`config.mk`:
```
export PLATFORM = sky130hd
export DESIGN_NAME = vga_timing
export DESIGN_NICKNAME = d
export VERILOG_FILES = /design/src/rtl/vga_pkg.sv /design/src/rtl/mod_counter.sv /design/src/rtl/vga_timing.sv
export SDC_FILE = /design/constraint.sdc
export NUM_CORES = 1
export LEC_CHECK = 0
export BUFFER_PORTS_ARGS = -buffer_cell sky130_fd_sc_hd__clkbuf_2
export CAP_MARGIN = 20
export CORE_MARGIN = 2
export CORE_UTILIZATION = 30
export CTS_CLUSTER_DIAMETER = 30
export CTS_CLUSTER_SIZE = 30
export DETAILED_ROUTE_END_ITERATION = 10
export HOLD_SLACK_MARGIN = 0.15
export SYNTH_ARGS = -nofsm -noshare
export SYNTH_HDL_FRONTEND = slang
export SYNTH_HIERARCHICAL = 1
export SYNTH_SLANG_ARGS = --single-unit
export TNS_END_PERCENT = 5
```
`constraint.sdc`:
```
create_clock -name pclk -period 6.3 [get_ports pclk]
set_input_delay 0.315 -clock pclk [delete_from_list [all_inputs] [get_ports pclk]]
set_output_delay 0.315 -clock pclk [all_outputs]
set_load 0.05 [all_outputs]
```
`src/rtl/vga_pkg.sv`:
```
// Shared VGA timing constants and count type (800x600 @ 60 Hz, 40 MHz pixel clock).
// Downstream pixel stages import this package for the same defaults.
package vga_pkg;

    localparam int unsigned CNT_W = 11;
    typedef logic [CNT_W-1:0] cnt_t;

    localparam int unsigned DEF_H_ACTIVE = 800;
    localparam int unsigned DEF_H_FP     = 40;
    localparam int unsigned DEF_H_SYNC   = 128;
    localparam int unsigned DEF_H_BP     = 88;

    localparam int unsigned DEF_V_ACTIVE = 600;
    localparam int unsigned DEF_V_FP     = 1;
    localparam int unsigned DEF_V_SYNC   = 4;
    localparam int unsigned DEF_V_BP     = 23;

    localparam int unsigned FRAME_CNT_W  = 16;

endpackage

```
`src/rtl/mod_counter.sv`:
```
// Modulo-N counter with enable. count is registered; count_next and tc are the
// combinational next value and terminal-count strobe, so a parent can register
// decodes of count_next with zero skew relative to count.
module mod_counter
    import vga_pkg::*;
#(
    parameter int unsigned Width   = CNT_W,
    parameter int unsigned Modulus = DEF_H_ACTIVE + DEF_H_FP + DEF_H_SYNC + DEF_H_BP
) (
    input  logic             pclk,
    input  logic             rst,
    input  logic             en,
    output logic [Width-1:0] count,
    output logic [Width-1:0] count_next,
    output logic             tc
);

    localparam logic [Width-1:0] Last = Width'(Modulus - 1);

    logic [Width-1:0] count_q;

    assign count = count_q;

    // Next-count and terminal count: tc fires only on an enabled wrap edge.
    always_comb begin
        tc         = en && (count_q == Last);
        count_next = count_q;
        if (tc) begin
            count_next = '0;
        end else if (en) begin
            count_next = count_q + 1'b1;
        end
    end

    // Count register with synchronous active-low reset.
    always_ff @(posedge pclk) begin
        if (!rst) begin
            count_q <= '0;
        end else begin
            count_q <= count_next;
        end
    end

endmodule

```
`src/rtl/vga_timing.sv`:
```
// VGA timing generator: horizontal/vertical counters plus registered sync,
// blanking and frame-start flags. Optional 16-bit frame counter output when
// VGA_TIMING_FRAME_CNT_EN is defined.
module vga_timing
    import vga_pkg::*;
#(
    parameter int unsigned H_ACTIVE = DEF_H_ACTIVE,
    parameter int unsigned H_FP     = DEF_H_FP,
    parameter int unsigned H_SYNC   = DEF_H_SYNC,
    parameter int unsigned H_BP     = DEF_H_BP,
    parameter int unsigned V_ACTIVE = DEF_V_ACTIVE,
    parameter int unsigned V_FP     = DEF_V_FP,
    parameter int unsigned V_SYNC   = DEF_V_SYNC,
    parameter int unsigned V_BP     = DEF_V_BP
) (
    input  logic                   pclk,
    input  logic                   rst,
    input  logic                   en,
    output logic [CNT_W-1:0]       hcount,
    output logic [CNT_W-1:0]       vcount,
    output logic                   hsync,
    output logic                   vsync,
    output logic                   hblnk,
    output logic                   vblnk,
`ifdef VGA_TIMING_FRAME_CNT_EN
    output logic                   frame_start,
    output logic [FRAME_CNT_W-1:0] frame_cnt
`else
    output logic                   frame_start
`endif
);

    localparam int unsigned H_TOTAL = H_ACTIVE + H_FP + H_SYNC + H_BP;
    localparam int unsigned V_TOTAL = V_ACTIVE + V_FP + V_SYNC + V_BP;

    localparam cnt_t HBLNK_START = CNT_W'(H_ACTIVE);
    localparam cnt_t HSYNC_START = CNT_W'(H_ACTIVE + H_FP);
    localparam cnt_t HSYNC_END   = CNT_W'(H_ACTIVE + H_FP + H_SYNC - 1);
    localparam cnt_t VBLNK_START = CNT_W'(V_ACTIVE);
    localparam cnt_t VSYNC_START = CNT_W'(V_ACTIVE + V_FP);
    localparam cnt_t VSYNC_END   = CNT_W'(V_ACTIVE + V_FP + V_SYNC - 1);

    cnt_t h_next, v_next;
    logic h_tc, v_tc;
    logic hsync_q, vsync_q, hblnk_q, vblnk_q, frame_start_q;

    mod_counter #(
        .Width   (CNT_W),
        .Modulus (H_TOTAL)
    ) u_hcnt (
        .pclk       (pclk),
        .rst        (rst),
        .en         (en),
        .count      (hcount),
        .count_next (h_next),
        .tc         (h_tc)
    );

    // Vertical counter advances only on the horizontal wrap edge.
    mod_counter #(
        .Width   (CNT_W),
        .Modulus (V_TOTAL)
    ) u_vcnt (
        .pclk       (pclk),
        .rst        (rst),
        .en         (h_tc),
        .count      (vcount),
        .count_next (v_next),
        .tc         (v_tc)
    );

    // Flags decoded from next counts so they line up with the registered counts.
    always_ff @(posedge pclk) begin
        if (!rst) begin
            hsync_q       <= 1'b0;
            vsync_q       <= 1'b0;
            hblnk_q       <= 1'b0;
            vblnk_q       <= 1'b0;
            frame_start_q <= 1'b0;
        end else begin
            hblnk_q       <= (h_next >= HBLNK_START);
            hsync_q       <= (h_next >= HSYNC_START) && (h_next <= HSYNC_END);
            vblnk_q       <= (v_next >= VBLNK_START);
            vsync_q       <= (v_next >= VSYNC_START) && (v_next <= VSYNC_END);
            // v_tc implies an enabled edge wrapping both counters to (0,0).
            frame_start_q <= v_tc;
        end
    end

    assign hsync       = hsync_q;
    assign vsync       = vsync_q;
    assign hblnk       = hblnk_q;
    assign vblnk       = vblnk_q;
    assign frame_start = frame_start_q;

`ifdef VGA_TIMING_FRAME_CNT_EN
    logic [FRAME_CNT_W-1:0] frame_cnt_q;

    // Frames seen since reset; wraps naturally at 2^16.
    always_ff @(posedge pclk) begin
        if (!rst) begin
            frame_cnt_q <= '0;
        end else if (frame_start_q) begin
            frame_cnt_q <= frame_cnt_q + 1'b1;
        end
    end

    assign frame_cnt = frame_cnt_q;
`endif

endmodule
```
==> results.json <==
{
  "vias_in_the_first_global_route": 1111,
  "syn2layout_area_growth_pct": 15.7,
  "ys_warn_count": 6,
  "post-route-period-util": 0.488,
  "tritoncts_clock_tree": "built",
  "floorplan.die.height_um": 74.5,
  "cts_buffers": 3,
  "seqPwrFrac": 0.594,
  "outcome": "completed",
  "setup_slack_ns": 3.23,
  "post_drt_via_cell_ratio": 4.82,
  "drive_above_1_share": 0.293,
  "fmax_mhz": 325,
  "dieArea_um2": 5560,
  "placed_cells_incl_taps": 247,
  "ant_nets": 0,
  "post-cts-setup-buffer-count": 0,
  "io-pin-count": 30,
  "category_of_the_worst_setup_path_capture_point": "flip-flop",
  "p_sw_frac": 0.240,
  "initial_core_util": 0.314,
  "worst_setup_path_start_kind": "flip-flop",
  "cts-hold-fix-buffers": 0,
  "layout.cell_area.non_filler_um2": 1730,
  "detailedRoute.firstPassIterationCount": 4,
  "total_switching_power_mw": 0.0703,
  "globalRouteOverflowTotal": 0,
  "initialDrtViolationCount": 66,
  "tightest_pin_transition_ns": 0.538,
  "rsz0062_at_grt": "false",
  "crit_required_ns": 6.53,
  "slew_violations": 0,
  "post_cts_resized": 0,
  "drc": 0,
  "post_synthesis_instance_area_um2": 1490,
  "clock_insertion_delay_worst_skew_ns": 0.28,
  "power-per-cell-area_nw_per_um2": 169,
  "grt_first_pass_wirelength_mm": 5.29,
  "gp_routability_congestion": 0.822,
  "dp.final_hpwl_mm": 2.35,
  "slew_headroom": 0.639,
  "reg2reg_depth": 9,
  "final-setup-viol-count": 0,
  "crit_path_max_fanout": 8,
  "maxCapViolCount": 0,
  "peakVddDrop_mv": 0.0782,
  "clockBufferDepth": 2,
  "worst_hold_path_type": "in2reg",
  "syn_nets": 160,
  "mostFrequentLayoutCells": "29 x clkbuf_2, 27 x dfxtp_1, 15 x nor2_1",
  "number_of_filler_instances_in_the_final_layout": 509,
  "layout.cells.most_common": "clkbuf_2",
  "coreArea_um2": 4750,
  "clock_pin_slew_on_the_worst_setup_and_hold_paths_ns": 0.10,
  "critical_path_class": "reg2reg",
  "crit_arrival_ns": 3.30,
  "hold_path_depth": 3,
  "cts.htree.levels": 1,
  "syn-instance-count": 155,
  "detailed_place.area_um2": 1680,
  "wl_per_cell_um": 12.8,
  "n_antenna_cell": 0,
  "clock_sink_count": 27,
  "number_of_antenna_violations_at_the_first_check_in_global_routing": 0,
  "ctsRootBufferMaster": "clkbuf_8",
  "rows": 25,
  "preCtsSetupSlack_ns": 3.27,
  "grt_start_max_net_pins": 19,
  "global_route.usage.total": 0.123,
  "routed-via-count": 1209,
  "final.hold.worst_slack_ns": 0.464,
  "die_width_um": 74.5,
  "post-route-min-period_ns": 3.07,
  "p_int_mw": 0.222,
  "finalHoldViolations": 0,
  "nets": 190,
  "instances_no_fill": 251,
  "clockPowerShare": 0.347,
  "synthesis.area_per_instance_um2": 9.63,
  "worst_clock_skew_ns": 0.00329,
  "p_comb_frac": 0.058,
  "numPortBuffers": 29,
  "fin_setup_tns_ns": 0,
  "cellLeakagePower_nw": 0.759,
  "totalWireLength_mm": 3.21
}
power by group through the flow:
| stage | clock (mW) | combinational, mW | sequential [mW] |
|---|---|---|---|
| after floorplan | 0 | 0.00990 | 0.182 |
| after global placement | 0 | 0.0171 | 0.178 |
| after detailed placement | 0 | 0.0172 | 0.178 |
| after CTS | 0.107 | 0.0172 | 0.174 |
| after global routing | 0.112 | 0.0185 | 0.174 |
| final | 0.102 | 0.0170 | 0.174 |
state kept, by name (all words and copies together) (netlist names):
name,cells
vsync,1
u_hcnt/count,11
frame_start,1
hblnk,1
vblnk,1
hsync,1
u_vcnt/count,11
layer usage:
metal	vias up	part of all wire	GRT usage	wire [um]
met5	-	0	0	0
met2	32	0.46	0.202	1480
met3	5	0.051	0.0339	165
li1	607	-	-	-
met4	0	0.0097	0.0298	31
met1	565	0.48	0.160	1530
worst paths after layout:
check	start	endpoint	slack, ns
setup reg to reg	u_hcnt/count[5]	vsync	3.23
hold / removal	en	u_hcnt/count[1]	0.46
hold reg to reg	u_hcnt/count[9]	u_hcnt/count[9]	0.50
setup / recovery	u_hcnt/count[5]	vsync	3.23
metrics by stage:
step / util / total power, mW
finish: 0.363 / 0.292
detailed placement: 0.354 / 0.195
CTS: 0.363 / 0.298
global placement: 0.354 / 0.195
global route: 0.363 / 0.304
floorplan: - / 0.192
cell type report:
class                      count  area, um2  share of cell area
clock buffer                   4       45.0              0.0261
inverter                       4       15.0             0.00870
multi-input combinational    120        897               0.520
sequential                    27        541               0.313
tap                           67       83.8              0.0486
timing repair buffer          29        145              0.0841
critical path, stage by stage, from the launching register on:
cell and delay (ns):
dfxtp_1 0.38, or4b_4 0.60, nor4_4 0.43, and4_4 0.36
nand3_1 0.09, xor2_1 0.21, nor2_1 0.08, a211o_1 0.32
a2111oi_2 0.37, o211a_1 0.19
Power figures use the tool's default switching activity.
